==> src/rtl/comm_chan_arbiter.sv <==
// comm_chan_arbiter: routes host h2f/f2h byte pipes to one of NUM_CHAN clients by channel address,
// sinking/filling unmapped channels and force-completing stalled transfers via a watchdog.
module comm_chan_arbiter #(
    parameter int          NUM_CHAN  = 4,
    parameter int          TIMEOUT   = 1000,
    parameter logic [7:0]  FILL_BYTE = 8'hFF
) (
    input  logic                    clk_in,
    input  logic                    resetN_in,
    input  logic [6:0]              chanAddr_in,
    input  logic [7:0]              h2fData_in,
    input  logic                    h2fValid_in,
    output logic                    h2fReady_out,
    output logic [7:0]              f2hData_out,
    output logic                    f2hValid_out,
    input  logic                    f2hReady_in,
    output logic [7:0]              cliH2fData_out,
    output logic [NUM_CHAN-1:0]     cliH2fValid_out,
    input  logic [NUM_CHAN-1:0]     cliH2fReady_in,
    input  logic [8*NUM_CHAN-1:0]   cliF2hData_in,
    input  logic [NUM_CHAN-1:0]     cliF2hValid_in,
    output logic [NUM_CHAN-1:0]     cliF2hReady_out,
    output logic [15:0]             timeoutCount_out,
    output logic [6:0]              lastTimeoutChan_out,
    output logic                    busy_out
);
    typedef enum logic [1:0] {S_IDLE, S_H2F, S_F2H, S_ABORT} stateType;

    stateType              state, stateNext;
    logic [6:0]            sel;
    logic                  isH2f;
    logic [15:0]           stallCnt;
    logic [NUM_CHAN-1:0]   selHot;
    logic [7:0]            selData;
    logic                  selMapped, cliWrRdy, cliRdVld, stallHit;

    always_comb begin
        selHot  = '0;
        selData = '0;
        for (int k = 0; k < NUM_CHAN; k++) begin
            if (sel == 7'(k)) begin
                selHot[k] = 1'b1;
                selData   = cliF2hData_in[8*k +: 8];
            end
        end
    end

    assign selMapped = |selHot;
    assign cliWrRdy  = |(cliH2fReady_in & selHot);
    assign cliRdVld  = |(cliF2hValid_in & selHot);
    // Hit on the last stall cycle so that ABORT follows exactly TIMEOUT stalled cycles
    assign stallHit  = (TIMEOUT != 0) && (stallCnt == 16'(TIMEOUT - 1));
    assign cliH2fData_out = resetN_in ? h2fData_in : 8'h00;
    assign busy_out = (state != S_IDLE);

    always_ff @(posedge clk_in or negedge resetN_in) begin
        if (!resetN_in) begin
            state               <= S_IDLE;
            sel                 <= '0;
            isH2f               <= 1'b0;
            stallCnt            <= '0;
            timeoutCount_out    <= '0;
            lastTimeoutChan_out <= '0;
        end else begin
            state <= stateNext;
            if (state == S_IDLE) begin
                sel      <= chanAddr_in;
                isH2f    <= h2fValid_in;
                stallCnt <= '0;
            end else if (state != S_ABORT && stallCnt != 16'hFFFF) begin
                stallCnt <= stallCnt + 16'd1;
            end
            if (state == S_ABORT) begin
                timeoutCount_out    <= (timeoutCount_out == 16'hFFFF) ? timeoutCount_out : timeoutCount_out + 16'd1;
                lastTimeoutChan_out <= sel;
            end
        end
    end

    always_comb begin
        stateNext = state;
        case (state)
            S_IDLE:  stateNext = h2fValid_in ? S_H2F : (f2hReady_in ? S_F2H : S_IDLE);
            S_H2F:   stateNext = (!selMapped || !h2fValid_in || cliWrRdy) ? S_IDLE : (stallHit ? S_ABORT : S_H2F);
            S_F2H:   stateNext = (!selMapped || !f2hReady_in || cliRdVld) ? S_IDLE : (stallHit ? S_ABORT : S_F2H);
            default: stateNext = S_IDLE;
        endcase
    end

    always_comb begin
        h2fReady_out    = 1'b0;
        f2hValid_out    = 1'b0;
        f2hData_out     = 8'h00;
        cliH2fValid_out = '0;
        cliF2hReady_out = '0;
        case (state)
            S_H2F: begin
                cliH2fValid_out = selHot & {NUM_CHAN{h2fValid_in}};
                h2fReady_out    = selMapped ? cliWrRdy : 1'b1;
            end
            S_F2H: begin
                cliF2hReady_out = selHot & {NUM_CHAN{f2hReady_in}};
                f2hValid_out    = selMapped ? cliRdVld : 1'b1;
                f2hData_out     = selMapped ? selData : FILL_BYTE;
            end
            S_ABORT: begin
                h2fReady_out = isH2f;
                f2hValid_out = !isH2f;
                f2hData_out  = isH2f ? 8'h00 : FILL_BYTE;
            end
            default: ;
        endcase
    end
endmodule

==> config.mk <==
export PLATFORM = sky130hd
export DESIGN_NAME = comm_chan_arbiter
export DESIGN_NICKNAME = d
export VERILOG_FILES = /design/src/rtl/comm_chan_arbiter.sv
export SDC_FILE = /design/constraint.sdc
export NUM_CORES = 1
export LEC_CHECK = 0
export BUFFER_PORTS_ARGS = -buffer_cell sky130_fd_sc_hd__buf_2
export CORE_AREA = 2 2 104 106
export DETAILED_ROUTE_END_ITERATION = 8
export DIE_AREA = 0 0 106 108
export HOLD_SLACK_MARGIN = 0.15
export PLACE_DENSITY = 0.53
export REMOVE_ABC_BUFFERS = 1
export SETUP_SLACK_MARGIN = 0.05
export SLEW_MARGIN = 10
export SYNTH_ARGS = -nofsm -noshare
export SYNTH_HDL_FRONTEND = slang
export SYNTH_SLANG_ARGS = --single-unit
==> constraint.sdc <==
create_clock -name clk_in -period 2 [get_ports clk_in]
set_clock_uncertainty 0.05 [all_clocks]
set_input_delay 0.3 -clock clk_in [delete_from_list [all_inputs] [get_ports clk_in]]
set_output_delay 0.3 -clock clk_in [all_outputs]
set_load 0.02 [all_outputs]
Word-level counts from Yosys, hierarchy flattened
Cells that the tools add are included.
{"block": "totals", "regBits": 49, "latch_bits": 0, "ramBits": 0, "mem_bits_ro": 0, "word_cells": 67, "mem_count": 0}
{"block": "classes", "add_sub_neg": 2, "mul": 0, "div_mod_pow": 0, "order_cmp": 0, "n_eq_ne": 10, "shifts": 0, "mux": 27, "bitwise_logic": 5, "n_reduce_logical": 17}
{"cell": "8-bit 2-to-1 mux", "n": 7}
{"cell": "16-bit by 1-bit adder with 16-bit output (second input constant)", "n": 2}
{"cell": "16-bit 2-to-1 mux", "n": 2}
{"cell": "4-bit AND", "n": 4}
{"cell": "16-bit by 10-bit equality test with 1-bit output (second input constant)", "n": 1}
{"cell": "16-bit equality test (second input constant)", "n": 1}
{"cell": "16-bit inequality test (second input constant)", "n": 1}
{"cell": "8-bit case mux with 2 select lines", "n": 1}
{"cell": "7-bit by 2-bit equality test with 1-bit output (second input constant)", "n": 2}
{"cell": "4-bit OR reduction", "n": 3}
{"cell": "2-bit 2-to-1 mux", "n": 5}
{"cell": "4-bit 2-to-1 mux", "n": 2}
{"cell": "7-bit by 1-bit equality test with 1-bit output (second input constant)", "n": 1}
{"cell": "7-bit zero test", "n": 1}
{"cell": "1-bit 2-to-1 mux", "n": 7}
{"cell": "2-bit case mux with 3 select lines", "n": 1}
{"cell": "2-bit equality test (second input constant)", "n": 2}
{"cell": "1-bit zero test", "n": 4}
{"cell": "1-bit logical OR", "n": 4}
{"cell": "1-bit case mux with 2 select lines", "n": 2}
{"cell": "2-bit nonzero test", "n": 2}
{"cell": "2-bit by 1-bit equality test with 1-bit output (second input constant)", "n": 1}
{"cell": "2-bit zero test", "n": 1}
{"cell": "2-bit inequality test (second input constant)", "n": 1}
{"cell": "3 further kinds", "n": 3}

Logic depth before layout (Yosys ltp)
{"block": "logic_depth", "ltp_word": 8, "depth_mapped": 7}

Least setup slack after synthesis
No wires, ideal clock.
{"block": "synth_timing", "path_kind": "register -> output", "startpoint": "register sel[3]", "endpoint": "output cliF2hReady_out[0]", "arrival_ps": 1685, "slack_ps": -35, "stages_incl_launch_ff": 5, "n_path_buf": 0, "path_cell_list": "dfrtp_1 > or4_4 > nor3_2 > nand3_1 > nor3_1"}
{"block": "synth_between", "elab_chain_cells": 4}
{"item": "start: declaration", "line_no": "30", "source": "logic [6:0] sel;"}
{"item": "start signal: assignment", "line_no": "67", "source": "sel <= chanAddr_in;"}
{"item": "7-bit zero test", "line_no": "41", "source": "if (sel == 7'(k)) begin"}
{"item": "1-bit 2-to-1 mux", "line_no": "41"}
{"item": "4-bit AND", "line_no": "102", "source": "cliF2hReady_out = selHot & {NUM_CHAN{f2hReady_in}};"}
{"item": "4-bit 2-to-1 mux", "line_no": "96", "source": "case (state)"}
{"item": "end: declaration", "line_no": "22", "source": "output logic [NUM_CHAN-1:0] cliF2hReady_out,"}
Every way passes these cells.

Worst setup path in the final report
{"block": "layout_timing", "startpoint": "register sel[5]", "endpoint": "output cliF2hReady_out[0]"}
Same word-level chain as after synthesis.

==> metrics.csv <==
metric,value,unit
status,"finished, violations left",
violations,negative setup slack,
setup.worst_path.start_class,register,
clockBufferDepth,2,
layout_commonest_cell,buf_2,
sw_frac_of_total,34.1,%
totalWireLength,7570,um
synthesis.area,2910,um^2
ys.flop_type,dfrtp_1,
rsz0062_at_grt,true,
clkTransAtPathRegs,0.09,ns
power_frac_comb,30.9,%
hp-class,primary input to asynchronous set/reset pin,
post-route-period-util,121,%
cp_data_required_time,1.65,ns
syn_to_final_growth,37.8,%
hold_violations,0,
fillers,1062,
final_layout_size_suffix_gt1_share,41.5,%
postLayoutCoreUtil,39.1,%
slew_headroom,57.1,%
min_period,2.41,ns
slowest_stage,or4_4,
worst_slack,-0.411,ns
syn_inst,312,
ys_ff_latch,49,
diodes,0,
dr.pass1.iters,4,
setup_viol,18,
worstPathMaxFanout,5,
fmax,415,MHz
core-area,10200,um^2
p_int,1.71,mW
num_rows,37,
yosysWarningCount,0,
antenna_found_initial,0,
io_buffers,108,
clockPowerShare,22.1,%
cpPeakStageDelay,0.58,ns
drv_slew,0,
die-width,106,um
initial_utilization,28.4,%
clock_sinks,49,
drc,0,
gp_congestion,0.834,
grt_pass1_vias,2656,
ant_nets,0,
worst_slew_pin_slew,0.644,ns
vias,2786,
dp_hpwl,5660,um
grt_overflow_total,0,
cts-htree-levels,2,
layout_common_cells,"buf_2 (95), dfrtp_1 (48), nand2_1 (41), buf_4 (37), nor2_1 (30)",
leakagePower,1.99,nW
r2r_slack,0.12,ns
root_buffer,clkbuf_8,
ys_async_sr_fraction,100,%
cts_inserted_buffers,5,
end_kind,output port,
die_y,108,um
arrival,2.06,ns
grt_usage,13.3,%
yosysUniqueCellTypes,53,
design.die.area,11400,um^2
vias_per_cell,4.81,
worstPathCellList,or4_4 -> nor3_4 -> buf_4 -> nand3_4 -> nor3_1 -> buf_2,
p_seq_share,47.0,%
cts_hold_buf,0,
grt_max_degree,50,
crit_family,simple AND/OR/NAND/NOR gates,
ys_seq_area_share,42.2,%
cap_violations,0,
crit_buf_inv,2,
peakVddDrop,0.228,mV
grt_pass1_wl,12400,um
nets,503,
post-place-ws,-0.108,ns
syn_area_per_cell,9.32,um^2
drt_iter0_markers,144,
boundaryPins,109,
tns,-6.26,ns
wire_per_inst,13.1,um
critical_path_class,register to output port,
synth_edf_count,0,
clkLatencyLatePin,0.30,ns
power_switching,0.885,mW
tritoncts,built,
p_per_area,647,nW/um^2
-- final cells by class --
cell class                 instances  area, um^2  area share, %
tap                              136         170           4.25
multi-input combinational        245        1700           42.4
timing repair buffer             136         807           20.1
sequential                        49        1230           30.6
inverter                           5        18.8          0.469
clock buffer                       7        76.3           1.91
clock inverter                     1        7.51          0.187
-- through the flow --
step           cells  power (mW)  instance area [um^2]  hold WS [ns]
2_1_floorplan    299        1.66                  2840       -0.0456
3_3_place_gp     562        1.98                  3710         0.412
3_5_place_dp     562        1.99                  3710         0.416
4_1_cts          575        2.60                  3850         0.168
5_1_grt          579        2.77                  4010         0.171
6_report         579        2.59                  4010         0.148
-- routing by layer --
metal	up-vias	global-route usage, %	wire length, um
met5	-	0	0
met4	0	4.04	69
met3	5	2.59	493
met2	95	23.5	3720
met1	1306	16.7	3280
li1	1380	-	-
-- worst paths after layout --
check | endpoint | depth (start not counted) | start
setup reg to reg | stallCnt[13]$_DFFE_PN0P_ | 6 | state[1]$_DFF_PN0_
min in group clk_in | sel[0]$_DFFE_PN0P_ | 2 | chanAddr_in[0]
setup / recovery | cliF2hReady_out[0] | 6 | sel[5]$_DFFE_PN0P_
hold reg to reg | lastTimeoutChan_out[3]$_DFFE_PN0N_ | 2 | lastTimeoutChan_out[3]$_DFFE_PN0N_
max in group asynchronous | sel[0]$_DFFE_PN0P_ | 2 | resetN_in
hold / removal | timeoutCount_out[3]$_DFFE_PN0P_ | 2 | resetN_in
-- logic make-up after synthesis --
family,count (synthesis),synth area share (%)
AND/OR/NAND/NOR,145,26.5
AO/OA/AOI/OAI,63,14.7
flip-flops,49,42.2
multiplexers,20,8.27
buffers and inverters,18,2.93
XOR/XNOR,15,4.52
adder cells (fa/ha/maj),2,0.861
-- power groups by stage --
stage                     sequential [mW]  combinational, mW  clock [mW]
after global routing                 1.24              0.886       0.636
after global placement               1.24              0.744           0
final                                1.22              0.800       0.573
after detailed placement             1.24              0.752           0
after floorplan                      1.34              0.317           0
after CTS                            1.22              0.783       0.601
-- synth_stat cells, types with 4 or more instances --
| cell | count | share of area, % |
|---|---|---|
| buf_2 | 5 | 0.86 |
| dfrtp_1 | 49 | 42 |
| a21o_1 | 8 | 2.1 |
| a21oi_1 | 24 | 4.1 |
| nor3_1 | 11 | 1.9 |
| a31oi_1 | 9 | 1.9 |
| mux2i_1 | 9 | 3.1 |
| a41oi_1 | 4 | 1.2 |
| nand3_1 | 12 | 2.1 |
| inv_1 | 5 | 0.65 |
| and2_1 | 9 | 1.9 |
| o21ai_0 | 5 | 0.86 |
| clkbuf_1 | 6 | 0.77 |
| nand2b_1 | 4 | 0.86 |
| nand4_1 | 5 | 1.1 |
| nor2_1 | 36 | 4.6 |
| xor2_1 | 5 | 1.5 |
| nand2_1 | 42 | 5.4 |
| xnor2_1 | 10 | 3.0 |
| mux2_2 | 8 | 3.1 |
-- registers in the layout, summed over array words and instances (netlist names) --
register             flops
stallCnt                16
state                    2
lastTimeoutChan_out      7
isH2f                    1
sel                      7
timeoutCount_out        16
-- timing repair --
| item | 4_1_cts | 5_1_grt |
|---|---|---|
| resized for setup | 7 | 33 |
| buffers inserted | 5 | 4 |
| pin swaps | 3 | 4 |
| setup endpoints to repair | 19 | 30 |
Power figures use the tool's default switching activity.
